<file path="config.mk">
export PLATFORM = sky130hd
export DESIGN_NAME = iter_shifter
export DESIGN_NICKNAME = d
export VERILOG_FILES = /design/src/rtl/iter_shifter.sv
export SDC_FILE = /design/constraint.sdc
export NUM_CORES = 1
export LEC_CHECK = 0
export ABC_CLOCK_PERIOD_IN_PS = 1900
export CAP_MARGIN = 20
export CORE_MARGIN = 10
export CORE_UTILIZATION = 30
export DETAILED_ROUTE_END_ITERATION = 6
export GPL_TIMING_DRIVEN = 0
export SYNTH_ARGS = -nofsm -noshare
export SYNTH_HDL_FRONTEND = slang
export SYNTH_SLANG_ARGS = --single-unit
</file>
<file path="constraint.sdc">
create_clock -name clk -period 1.9 [get_ports clk]
set_input_delay 0.38 -clock clk [delete_from_list [all_inputs] [get_ports clk]]
set_output_delay 0.38 -clock clk [all_outputs]
set_load 0.03 [all_outputs]
</file>
<file path="src/rtl/iter_shifter.sv">
// Multi-cycle shifter: captures an operand, then rotates/shifts it one bit per
// cycle until the captured count runs out, and registers the result on completion.
module iter_shifter #(
  parameter int OPERAND_WIDTH  = 16,
  parameter int SHAMT_WIDTH    = 4,
  parameter int NUM_OPERATIONS = 2
) (
  input  logic                      clk,
  input  logic                      rst,
  input  logic                      start,
  input  logic [OPERAND_WIDTH-1:0]  In,
  input  logic [SHAMT_WIDTH-1:0]    ShAmt,
  input  logic [NUM_OPERATIONS-1:0] Oper,
  output logic                      ready,
  output logic                      busy,
  output logic                      done,
  output logic [OPERAND_WIDTH-1:0]  Out
);

  localparam int W = OPERAND_WIDTH;

  localparam logic [1:0] S_IDLE  = 2'd0;
  localparam logic [1:0] S_SHIFT = 2'd1;
  localparam logic [1:0] S_DONE  = 2'd2;

  localparam logic [NUM_OPERATIONS-1:0] OP_ROR = NUM_OPERATIONS'(0);
  localparam logic [NUM_OPERATIONS-1:0] OP_SLL = NUM_OPERATIONS'(1);
  localparam logic [NUM_OPERATIONS-1:0] OP_SRA = NUM_OPERATIONS'(2);

  logic [1:0]                state_q, state_d;
  logic [W-1:0]              data_q, data_d;
  logic [SHAMT_WIDTH-1:0]    count_q, count_d;
  logic [NUM_OPERATIONS-1:0] op_q, op_d;
  logic [W-1:0]              out_q, out_d;
  logic [W-1:0]              step;

  // One-bit step for the captured operation; any code outside the first three is SRL.
  always_comb begin
    step = data_q;
    case (op_q)
      OP_ROR:  step = {data_q[0], data_q[W-1:1]};
      OP_SLL:  step = {data_q[W-2:0], 1'b0};
      OP_SRA:  step = {data_q[W-1], data_q[W-1:1]};
      default: step = {1'b0, data_q[W-1:1]};
    endcase
  end

  always_comb begin
    state_d = state_q;
    data_d  = data_q;
    count_d = count_q;
    op_d    = op_q;
    out_d   = out_q;
    case (state_q)
      S_IDLE: begin
        if (start) begin
          data_d  = In;
          count_d = ShAmt;
          op_d    = Oper;
          state_d = S_SHIFT;
        end
      end
      S_SHIFT: begin
        // Decrement only on a nonzero count, so count can never wrap.
        if (count_q != '0) begin
          data_d  = step;
          count_d = count_q - SHAMT_WIDTH'(1);
        end else begin
          out_d   = data_q;
          state_d = S_DONE;
        end
      end
      S_DONE:  state_d = S_IDLE;
      default: state_d = S_IDLE;
    endcase
  end

  always_ff @(posedge clk) begin
    if (rst) begin
      state_q <= S_IDLE;
      data_q  <= '0;
      count_q <= '0;
      op_q    <= '0;
      out_q   <= '0;
    end else begin
      state_q <= state_d;
      data_q  <= data_d;
      count_q <= count_d;
      op_q    <= op_d;
      out_q   <= out_d;
    end
  end

  assign ready = (state_q == S_IDLE);
  assign busy  = (state_q == S_SHIFT);
  assign done  = (state_q == S_DONE);
  assign Out   = out_q;

endmodule

</file>
==> impl_metrics.prom <==
# TYPE chip_impl_metric gauge
chip_impl_info{name="outcome",value="complete, no violations"} 1
chip_impl_metric{name="multi_input_gate_area_in_the_final_layout",unit="µm²"} 991
chip_impl_metric{name="design.final.nets",unit=""} 274
chip_impl_metric{name="detail_route.wirelength",unit="µm"} 5130
chip_impl_metric{name="first_global_vias",unit=""} 1633
chip_impl_metric{name="die_w",unit="µm"} 99.1
chip_impl_metric{name="starting_density_of_the_core",unit=""} 0.313
chip_impl_metric{name="design.core.area",unit="mm²"} 0.00599
chip_impl_metric{name="switching_power_share_of_the_total",unit=""} 0.335
chip_impl_metric{name="dp.cells",unit=""} 311
chip_impl_info{name="clock-root-buffer",value="clkbuf_8"} 1
chip_impl_metric{name="power.switching",unit="µW"} 789
chip_impl_metric{name="worst_ir_drop_vdd",unit="mV"} 0.340
chip_impl_metric{name="post_synth_inst_count",unit=""} 194
chip_impl_metric{name="max_cap_viol_count",unit=""} 0
chip_impl_metric{name="grt_util_met3",unit=""} 0.0360
chip_impl_metric{name="asyncSetResetFlopFracSynth",unit=""} 0
chip_impl_metric{name="fmax",unit="MHz"} 565
chip_impl_metric{name="ioPinCount",unit=""} 44
chip_impl_info{name="reg2reg_from",value="count_q[0]"} 1
chip_impl_metric{name="first_pass_grt_wire_length",unit="µm"} 8400
chip_impl_info{name="yosysTopAreaCell",value="dfxtp_1"} 1
chip_impl_info{name="endpoint_of_the_worst_hold_path",value="count_q[1]"} 1
chip_impl_metric{name="fillCellCount",unit=""} 627
chip_impl_metric{name="power_density",unit="mW/mm²"} 929
chip_impl_metric{name="grtUsageTotal",unit=""} 0.104
chip_impl_metric{name="drive_gt1_frac",unit=""} 0.177
chip_impl_metric{name="cts-buffers-inserted",unit=""} 5
chip_impl_metric{name="numPortBuffers",unit=""} 42
chip_impl_metric{name="synth-edff-count",unit=""} 0
chip_impl_metric{name="final_cell_area",unit="mm²"} 0.00253
chip_impl_info{name="leading_post_synthesis_cells_by_cell_area",value="dfxtp_1, mux2i_1, nor2_1, a31o_2, a211oi_1"} 1
chip_impl_metric{name="core.rowCount",unit=""} 28
chip_impl_metric{name="flow.area_growth_from_synthesis",unit="%"} 35.1
chip_impl_metric{name="routedWlPerCell",unit="µm"} 15.9
chip_impl_metric{name="share_comb_of_total_power",unit=""} 0.326
chip_impl_metric{name="detailedRoute.firstPassIterationCount",unit=""} 4
chip_impl_info{name="grt_setup_unrepaired",value="true"} 1
chip_impl_metric{name="die_y",unit="µm"} 99.1
chip_impl_metric{name="grt_antenna_before_repair",unit=""} 0
chip_impl_metric{name="yosys.cell_types.count",unit=""} 33
chip_impl_info{name="startpoint_type",value="flip-flop"} 1
chip_impl_metric{name="worst_slew_pin_slew",unit="ns"} 0.527
chip_impl_metric{name="detail-route-antenna-nets",unit=""} 0
chip_impl_metric{name="drt-initial-drc-count",unit=""} 75
chip_impl_metric{name="grt_max_degree",unit=""} 19
chip_impl_metric{name="critical_path.n_buffers_inverters",unit=""} 2
chip_impl_metric{name="worst-endpoint-required",unit="ns"} 2.14
chip_impl_info{name="min-delay-start",value="count_q[1]"} 1
chip_impl_info{name="worst-setup-path-type",value="reg2reg"} 1
chip_impl_info{name="cp_cell_sequence",value="inv_1 -> ha_1 -> nor3b_4 -> a211o_4 -> buf_4 -> a211oi_1 -> a31o_2"} 1
chip_impl_metric{name="syn_nets",unit=""} 220
chip_impl_info{name="globalRoute.busiestLayer",value="met2"} 1
chip_impl_metric{name="die_area",unit="mm²"} 0.00982
chip_impl_metric{name="sequential_cell_area",unit="µm²"} 801
chip_impl_metric{name="final_hold_violation_count",unit=""} 0
chip_impl_metric{name="power.static_leakage",unit="nW"} 0.939
chip_impl_metric{name="antenna_cells_inserted",unit=""} 0
chip_impl_metric{name="timing.critical_path.arrival",unit="ns"} 2.01
chip_impl_metric{name="maximum_fanout_count_along_the_critical_path",unit=""} 10
chip_impl_metric{name="gr-usage-met2",unit=""} 0.163
chip_impl_info{name="synth_top_flop_cell",value="dfxtp_1"} 1
chip_impl_metric{name="whs_path_depth",unit=""} 2
chip_impl_metric{name="tritoncts_num_sinks",unit=""} 40
chip_impl_metric{name="clock_latency_of_the_later_clocked_register_in_the_worst_skew_pair",unit="ns"} 0.29
chip_impl_metric{name="gr-usage-met1",unit=""} 0.129
chip_impl_metric{name="syn_avg_cell_area",unit="µm²"} 9.67
chip_impl_metric{name="synth.yosys.warnings",unit=""} 0
chip_impl_info{name="end_kind",value="flip-flop"} 1
chip_impl_metric{name="finalSetupViolCount",unit=""} 0
chip_impl_metric{name="clock_pin_transition_on_the_worst_setup_and_hold_timing_paths",unit="ns"} 0.08
chip_impl_metric{name="worst-r2r-cell-count",unit=""} 7
chip_impl_metric{name="worst_clock_skew",unit="ns"} 0.00654
chip_impl_metric{name="power_report.internal_total",unit="mW"} 1.57
chip_impl_metric{name="dpl-instance-area",unit="mm²"} 0.00239
chip_impl_metric{name="ctsHtreeMaxLevel",unit=""} 2
chip_impl_metric{name="clockBufferDepth",unit=""} 2
chip_impl_metric{name="pwr-share-clk",unit=""} 0.229
chip_impl_info{name="timing.hold.worst.class",value="reg2reg"} 1
chip_impl_metric{name="sequentialPowerShare",unit=""} 0.445
chip_impl_metric{name="synth.top_cell.area_share",unit=""} 0.427
chip_impl_metric{name="avg_vias_per_cell",unit=""} 4.98
chip_impl_metric{name="ys_seq_elements",unit=""} 40
chip_impl_metric{name="slew_viol_final",unit=""} 0
chip_impl_info{name="synth.most_common_cell",value="dfxtp_1"} 1
chip_impl_metric{name="residual_drc",unit=""} 0
chip_impl_metric{name="period_minus_slack",unit="ns"} 1.77
chip_impl_metric{name="ys_seq_area_frac",unit=""} 0.427
chip_impl_metric{name="syn-cell-area",unit="mm²"} 0.00188
chip_impl_metric{name="slowest_delay",unit="ns"} 0.38
chip_impl_info{name="cts_tree",value="built"} 1
chip_impl_metric{name="post-dp-hpwl",unit="µm"} 3760
chip_impl_metric{name="finalCritPeriodShare",unit=""} 0.931
chip_impl_info{name="worstReg2RegEnd",value="data_q[1]"} 1
chip_impl_metric{name="instances_no_fill",unit=""} 323
chip_impl_metric{name="worst_slew_margin_rel",unit=""} 0.648
chip_impl_info{name="timing.critical_path.max_delay_family",value="compound AO/OA/AOI/OAI gates"} 1
chip_impl_metric{name="setup.reg_to_reg.worst_slack",unit="ns"} 0.13
chip_impl_metric{name="placer_s_final_routability_congestion_estimate",unit=""} 0.798
chip_impl_info{name="synth_common_cells",value="dfxtp_1, nor2_1, mux2i_1"} 1
chip_impl_metric{name="global_route.overflow_total",unit=""} 0
chip_impl_metric{name="via_count",unit=""} 1607
chip_impl_info{name="cpMaxStageDelayCell",value="a211o_4"} 1
## worst min-delay path, cell delays in order, from the launching register on
cell and delay [ns]:
dfxtp_1 0.33, nand2_1 0.06, a21oi_1 0.06
## how the worst max path moves through the flow
stage,slack [ns],startpoint,end,depth (start not counted)
2_1_floorplan,0.23,state_q[0],data_q[1],7
3_3_place_gp,-0.43,state_q[0],busy,6
3_5_place_dp,-0.44,state_q[0],busy,6
4_1_cts,0.04,count_q[0],count_q[1],7
5_1_grt,-0.0007,count_q[0],count_q[0],6
6_report,0.13,count_q[0],data_q[1],7
## placed cells by master, fill, tap and decap left out, types with 2 or more instances in the layout
| master | netlist | final |
|---|---|---|
| dfxtp_1 | 40 | 40 |
| clkdlybuf4s50_1 | 0 | 39 |
| nor2_1 | 38 | 38 |
| mux2i_1 | 34 | 34 |
| a211oi_1 | 16 | 15 |
| a31o_2 | 14 | 14 |
| buf_4 | 3 | 9 |
| a21oi_1 | 6 | 6 |
| clkbuf_1 | 5 | 5 |
| clkbuf_8 | 0 | 5 |
| inv_1 | 3 | 3 |
| buf_2 | 3 | 3 |
| nor3_1 | 3 | 3 |
| o21ai_0 | 3 | 3 |
| buf_6 | 2 | 2 |
| a221oi_1 | 2 | 2 |
| and2_1 | 2 | 2 |
| nand2_1 | 2 | 2 |
| dlygate4sd2_1 | 0 | 2 |
## registers in the layout, indices dropped and copies added (netlist names)
register,count
count_q,4
Out,16
data_q,16
op_q,2
state_q,2
## logic make-up after synthesis
group           synth area share
simple gates               0.136
xor+xnor                 0.00467
mux                        0.181
buf+inv                   0.0600
flops                      0.427
fa+ha+maj                0.00667
compound gates             0.185
## cell type report
cell class,count,share of cell area
Sequential cell,40,0.316
Multi-Input combinational cell,135,0.391
Tap cell,75,0.0370
Clock inverter,1,0.00197
Buffer,13,0.0365
Timing Repair Buffer,48,0.181
Inverter,5,0.00839
Clock buffer,6,0.0286
## per-layer routing
| metal | wire length (µm) | up-vias |
|---|---|---|
| met5 | 0 | - |
| li1 | - | 804 |
| met4 | 65 | 0 |
| met2 | 2330 | 33 |
| met3 | 297 | 5 |
| met1 | 2440 | 765 |
## power by group through the flow
stage	Sequential, mW	Clock, mW	Combinational [mW]
3_5_place_dp	1.07	0	0.716
5_1_grt	1.07	0.597	0.841
6_report	1.05	0.539	0.766
3_3_place_gp	1.06	0	0.708
4_1_cts	1.05	0.557	0.715
2_1_floorplan	1.06	0	0.484
## through the flow
stage | setup WS, ns | power, mW | setup TNS (ns) | hold slack (ns) | util
2_1_floorplan | 0.234 | 1.55 | 0 | 0.445 | -
3_3_place_gp | -0.431 | 1.77 | -2.44 | 0.462 | 0.399
3_5_place_dp | -0.440 | 1.78 | -2.36 | 0.483 | 0.399
4_1_cts | 0.0387 | 2.32 | 0 | 0.484 | 0.412
5_1_grt | -0.000731 | 2.50 | -0.00141 | 0.519 | 0.423
6_report | 0.131 | 2.35 | 0 | 0.493 | 0.423
## timing repair
item                       CTS  global route
hold buffers                 0             0
pin swaps                    0             1
setup endpoints to repair    3            21
setup buffers                0             6
resized for setup            6             8
cloned                       0             0
(Power assumes the default switching activity.)
